--- src/rtl/fifo_ser_pkg.sv ---
// Shared types and sizing helpers for the FIFO word serializer.
package fifo_ser_pkg;

  typedef enum logic [1:0] {
    IDLE   = 2'd0,
    SHIFT  = 2'd1,
    PARITY = 2'd2,
    GAP    = 2'd3
  } ser_state_t;

  // Bits needed to hold a counter running 0..n-1, never narrower than 1.
  function automatic int cnt_width(input int n);
    return (n <= 2) ? 1 : $clog2(n);
  endfunction

endpackage

--- src/rtl/ser_bit_tick.sv ---
// Serial bit-period divider: emits one tick on the last clock of every CLK_DIV-clock bit period.
module ser_bit_tick
  import fifo_ser_pkg::*;
#(
  parameter int CLK_DIV = 4
) (
  input  logic clk,
  input  logic rst_n,
  input  logic clear,
  input  logic run,
  output logic tick
);

  localparam int DW = cnt_width(CLK_DIV);
  localparam logic [DW-1:0] DIV_LAST = DW'(CLK_DIV - 1);

  logic [DW-1:0] div_cnt_q, div_cnt_d;

  assign tick = run && (div_cnt_q == DIV_LAST);

  // NOTE: every variable driven here gets a default first, so no path can infer a latch.
  always_comb begin
    div_cnt_d = div_cnt_q;
    if (clear || tick) div_cnt_d = '0;
    else if (run)      div_cnt_d = div_cnt_q + DW'(1);
  end

  // NOTE: state flops use non-blocking assignments and reset asynchronously on rst_n low.
  always_ff @(posedge clk or negedge rst_n) begin
    if (!rst_n) div_cnt_q <= '0;
    else        div_cnt_q <= div_cnt_d;
  end

endmodule

--- src/rtl/fifo_word_serializer.sv ---
// Pops words from the word FIFO and shifts them out MSB-first with a frame strobe.
// Optional even-parity bit after the LSB when FIFO_SER_PARITY_EN is defined.
module fifo_word_serializer
  import fifo_ser_pkg::*;
#(
  parameter int BITS     = 12,
  parameter int CLK_DIV  = 4,
  parameter int GAP_BITS = 1
) (
  input  logic            clk,
  input  logic            rst_n,
  input  logic            enable,
  input  logic            fifo_ready,
  input  logic [BITS-1:0] fifo_data,
  output logic            fifo_read,
  output logic            ser_data,
  output logic            ser_frame,
  output logic            busy,
  output logic            word_done
);

  localparam int BW = cnt_width(BITS);
  localparam int GW = cnt_width(GAP_BITS);
  localparam logic [BW-1:0] BIT_LAST = BW'(BITS - 1);
  localparam logic [GW-1:0] GAP_LAST = GW'((GAP_BITS > 0) ? GAP_BITS - 1 : 0);
  localparam ser_state_t POST_FRAME = (GAP_BITS > 0) ? GAP : IDLE;

  ser_state_t      state_q, state_d;
  logic [BITS-1:0] shift_q, shift_d;
  logic [BW-1:0]   bit_cnt_q, bit_cnt_d;
  logic [GW-1:0]   gap_cnt_q, gap_cnt_d;
  logic            tick;
`ifdef FIFO_SER_PARITY_EN
  logic            parity_q, parity_d;
`endif

  ser_bit_tick #(.CLK_DIV(CLK_DIV)) u_tick (
    .clk   (clk),
    .rst_n (rst_n),
    .clear (fifo_read),
    .run   (busy),
    .tick  (tick)
  );

  always_comb begin
    state_d   = state_q;
    shift_d   = shift_q;
    bit_cnt_d = bit_cnt_q;
    gap_cnt_d = gap_cnt_q;
`ifdef FIFO_SER_PARITY_EN
    parity_d  = parity_q;
`endif
    fifo_read = 1'b0;
    word_done = 1'b0;
    case (state_q)
      IDLE: if (enable && fifo_ready) begin
        fifo_read = 1'b1;
        shift_d   = fifo_data;
        bit_cnt_d = BIT_LAST;
        gap_cnt_d = '0;
`ifdef FIFO_SER_PARITY_EN
        parity_d  = ^fifo_data;
`endif
        state_d   = SHIFT;
      end
      SHIFT: if (tick) begin
        if (bit_cnt_q == '0) begin
`ifdef FIFO_SER_PARITY_EN
          state_d   = PARITY;
`else
          word_done = 1'b1;
          state_d   = POST_FRAME;
`endif
        end else begin
          shift_d   = shift_q << 1;
          bit_cnt_d = bit_cnt_q - BW'(1);
        end
      end
`ifdef FIFO_SER_PARITY_EN
      PARITY: if (tick) begin
        word_done = 1'b1;
        state_d   = POST_FRAME;
      end
`endif
      GAP: if (tick) begin
        if (gap_cnt_q == GAP_LAST) state_d = IDLE;
        else                       gap_cnt_d = gap_cnt_q + GW'(1);
      end
      default: state_d = IDLE;
    endcase
  end

  always_ff @(posedge clk or negedge rst_n) begin
    if (!rst_n) begin
      state_q   <= IDLE;
      shift_q   <= '0;
      bit_cnt_q <= '0;
      gap_cnt_q <= '0;
`ifdef FIFO_SER_PARITY_EN
      parity_q  <= 1'b0;
`endif
    end else begin
      state_q   <= state_d;
      shift_q   <= shift_d;
      bit_cnt_q <= bit_cnt_d;
      gap_cnt_q <= gap_cnt_d;
`ifdef FIFO_SER_PARITY_EN
      parity_q  <= parity_d;
`endif
    end
  end

  // Line outputs depend only on flops so they cannot glitch on input changes.
  always_comb begin
    ser_data  = 1'b0;
    ser_frame = 1'b0;
    case (state_q)
      SHIFT: begin
        ser_data  = shift_q[BITS-1];
        ser_frame = 1'b1;
      end
`ifdef FIFO_SER_PARITY_EN
      PARITY: begin
        ser_data  = parity_q;
        ser_frame = 1'b1;
      end
`endif
      default: ;
    endcase
  end

  assign busy = (state_q != IDLE);

endmodule

--- config.mk ---
export PLATFORM = sky130hd
export DESIGN_NAME = fifo_word_serializer
export DESIGN_NICKNAME = d
export VERILOG_FILES = /design/src/rtl/fifo_ser_pkg.sv /design/src/rtl/ser_bit_tick.sv /design/src/rtl/fifo_word_serializer.sv
export SDC_FILE = /design/constraint.sdc
export NUM_CORES = 1
export LEC_CHECK = 0
export ABC_AREA = 1
export CORE_ASPECT_RATIO = 1.2
export CORE_MARGIN = 8
export CORE_UTILIZATION = 55
export DETAILED_ROUTE_END_ITERATION = 8
export HOLD_SLACK_MARGIN = 0.06
export PLACE_DENSITY = 0.82
export SETUP_SLACK_MARGIN = 0.1
export SYNTH_ARGS = -nofsm -noshare
export SYNTH_HDL_FRONTEND = slang
export SYNTH_HIERARCHICAL = 1
export SYNTH_SLANG_ARGS = --single-unit
--- constraint.sdc ---
create_clock -name clk -period 4 [get_ports clk]
set_clock_uncertainty 0.05 [all_clocks]
set_input_delay 0.8 -clock clk [delete_from_list [all_inputs] [get_ports clk]]
set_output_delay 0.8 -clock clk [all_outputs]
set_load 0.1 [all_outputs]
==> key figures <==
Global route
  – Global Route Usage Sum: about 14%
  – Grt ovf: 0
  – Global-route wire length before repair: roughly 4200 um
  – Initial antenna violation count: 0
  – Vias in the first global route: 1025
  – Largest net degree at the start of global routing: 21

Drt
  – Post-Route WL: approximately 2500 um
  – Starting DRT DRC Count: 29
  – Detailed-route wire length per cell: about 13 um
  – DR vias/cell: 5.066
  – Vias: 993
  – DR DRC count: 0
  – Drt first pass iters: 4
  – Post-route ant nets: 0

Cells and area
  – Multi-input logic area: 554.3 sq um
  – Area grow syn2layout: 17.60%
  – Share of layout cells above drive strength 1: 10.23%
  – Finished Cell Area: 0.001346 sq mm
  – Commonest non-fill, non-tap cells in the layout: nand2_1, dfrtp_1, nand3_1, clkdlybuf4s50_1, inv_1
  – FF+latch area: 500.5 sq um
  – Ant diodes: 0
  – # fillers: between 150 and 200
  – Core Util, Final: between 60% and 70%
  – Layout Cells excl Fill: 196
  – Layout Nets: 197
  – Most common cell after layout, fill and taps aside: nand2_1

Placed design
  – Pre-CTS setup slack: 1.228 ns
  – Port Buffers: 20
  – Inst Count DP: a little under 200
  – Placed instance area: 0.001324 sq mm
  – Post-DP HPWL: 1809 um
  – Final GP Congestion: ~0.75

Critical path
  – Critical Path RT: 3.15 ns
  – CP Data Arrival Time: 2.24 ns
  – Worst reg2reg startpoint: state_q[1]$_DFFE_PN0P_
  – Worst Setup Start Kind: flop
  – R2R setup slack: 2.32 ns
  – Crit Path Class: flop to primary output
  – Critical Path Sink Type: primary output
  – Worst R2R End: shift_q[2]$_DFFE_PN0P_
  – CP max stage delay: 1.18 ns
  – CP cell instances: nor2_8, clkdlybuf4s50_1
  – Crit path from: state_q[1]$_DFFE_PN0P_
  – Crit path max-delay cell type: clkdlybuf4s50_1
  – R2R depth: 11
  – Critical Path Fanout Max: 17

Die
  – Area of the die: between 0.003 and 0.004 sq mm
  – Die height: 65.98 um
  – Top Ports: 21
  – Core Area: 0.002004 sq mm
  – Starting density of the core: 57.12%
  – Die width: 57.65 um
  – Rows: 18

Synth
  – Netlist area before placement: 0.001145 sq mm
  – Synthesized Nets: 177
  – Cells after synthesis: about 160
  – Top cells by area, synth: dfrtp_1, nand2_1, nand3_1
  – Yosys top cell area share: 43.72%
  – Synth Register Bits: 20
  – Synth cell types: 19
  – Average cell area after synthesis: 7.246 sq um
  – Yosys top cell by area: dfrtp_1
  – Warnings, synthesis: 6
  – Register area share after synthesis: between 40% and 50%

STA
  – Fin. Hold Viols: 0
  – Number of setup violations in the final report: 0
  – Fin crit share: just under 80%
  – Unrepaired setup endpoints after global routing: no
  – Worst Tran Pin Value: between 0.9 and 1 ns
  – Final Max Slew Viols: 0
  – Min Tclk post-route: 3.092 ns
  – Max-Slew Margin vs Limit: approximately a third
  – F_max: 0.3235 GHz
  – Setup TNS Final: 0 ns
  – Final worst setup slack: 0.9084 ns
  – Hold slack: approximately 0.44 ns

Worst hold path
  – Min-Delay Path Class: flop to flop
  – Hold Path Origin: shift_q[0]$_DFFE_PN0P_
  – Hold Path Sink: shift_q[0]$_DFFE_PN0P_
  – WHS Path Cells: 2

Clocking
  – CTS tree: done
  – Clock Sinks: 20
  – CTS resizes: 0
  – Clk buf depth: 2
  – H-tree levels: 1
  – Post-CTS setup buffers: 0
  – Root buf cell: clkbuf_4
  – Post-cts hold buffer count: 0
  – CTS buffer count: 3
  – Clk_lat worst skew: ~0.30 ns
  – Reg clk slew, reported paths: 0.11 ns

Pwr
  – VDD IR-drop max: about 0.58 mV
  – Pwr/cell area: 901.3 mW/mm^2
  – P_leak: 0.7563 nW
  – Final Total Pwr: 1.213 mW

Job
  – Max Cap Violations: 0

Status
  – Status: finished, final reports clean
==> Yosys cell counts, drive strengths merged <==
library cell / count
ha: 3
inv: 13
a21oi: 1
nor2: 9
buf: 5
o21ai: 2
xnor2: 1
nand2: 84
a22oi: 1
nand3: 19
dfrtp: 20
==> state kept, by name (all words and copies together) (netlist names) <==
register / count
state_q: 2
shift_q: 12
bit_cnt_q: 4
u_tick/div_cnt_q: 2
==> worst max-delay path: cells and delay by family, from the launching register on <==
family	cells	cell delay, ns
buffers and inverters	1	1.18
DFF	1	0.49
and+or+nand+nor	1	0.27
==> power breakdown <==
part | total, mW | switching [mW] | internal [mW] | leakage [nW]
Sequential | 0.355 | 0.0644 | 0.291 | 0.252
Clock | 0.0942 | 0.0591 | 0.0351 | 0.0138
Combinational | 0.764 | 0.542 | 0.222 | 0.490
Total | 1.21 | 0.665 | 0.548 | 0.756
==> per-layer routing <==
metal	vias up	global-route usage (%)	routed length, um
li1	521	-	-
met1	449	15.14	1019
met2	18	24.26	1276
met3	5	2.724	115
met4	0	7.362	38
met5	-	0	0
==> how the worst max path moves through the flow <==
| stage | depth (start not counted) | end |
|---|---|---|
| after detailed placement | 6 | word_done |
| after CTS | 2 | ser_frame |
| after floorplan | 8 | word_done |
| after global routing | 2 | ser_frame |
| final | 2 | ser_frame |
| after global placement | 6 | word_done |
==> layout make-up <==
cell class / instances / area share [%]
Inverter: 13 / 3.810
Tap cell: 20 / 1.859
Clock buffer: 3 / 1.673
Multi-Input combinational cell: 120 / 41.17
Sequential cell: 20 / 37.17
Timing Repair Buffer: 20 / 14.31
==> cell families (layout without fill, tap and decap cells) <==
| kind of cell | Yosys count | in the layout | share of synthesized area (%) |
|---|---|---|---|
| buffers and inverters | 18 | 36 | 7.868 |
| AO/OA/AOI/OAI | 4 | 4 | 1.967 |
| flip-flops | 20 | 20 | 43.72 |
| XOR/XNOR | 1 | 1 | 0.7652 |
| AND/OR/NAND/NOR | 112 | 112 | 42.40 |
| adder cells (fa/ha/maj) | 3 | 3 | 3.279 |
Power figures use the tool's default switching activity.
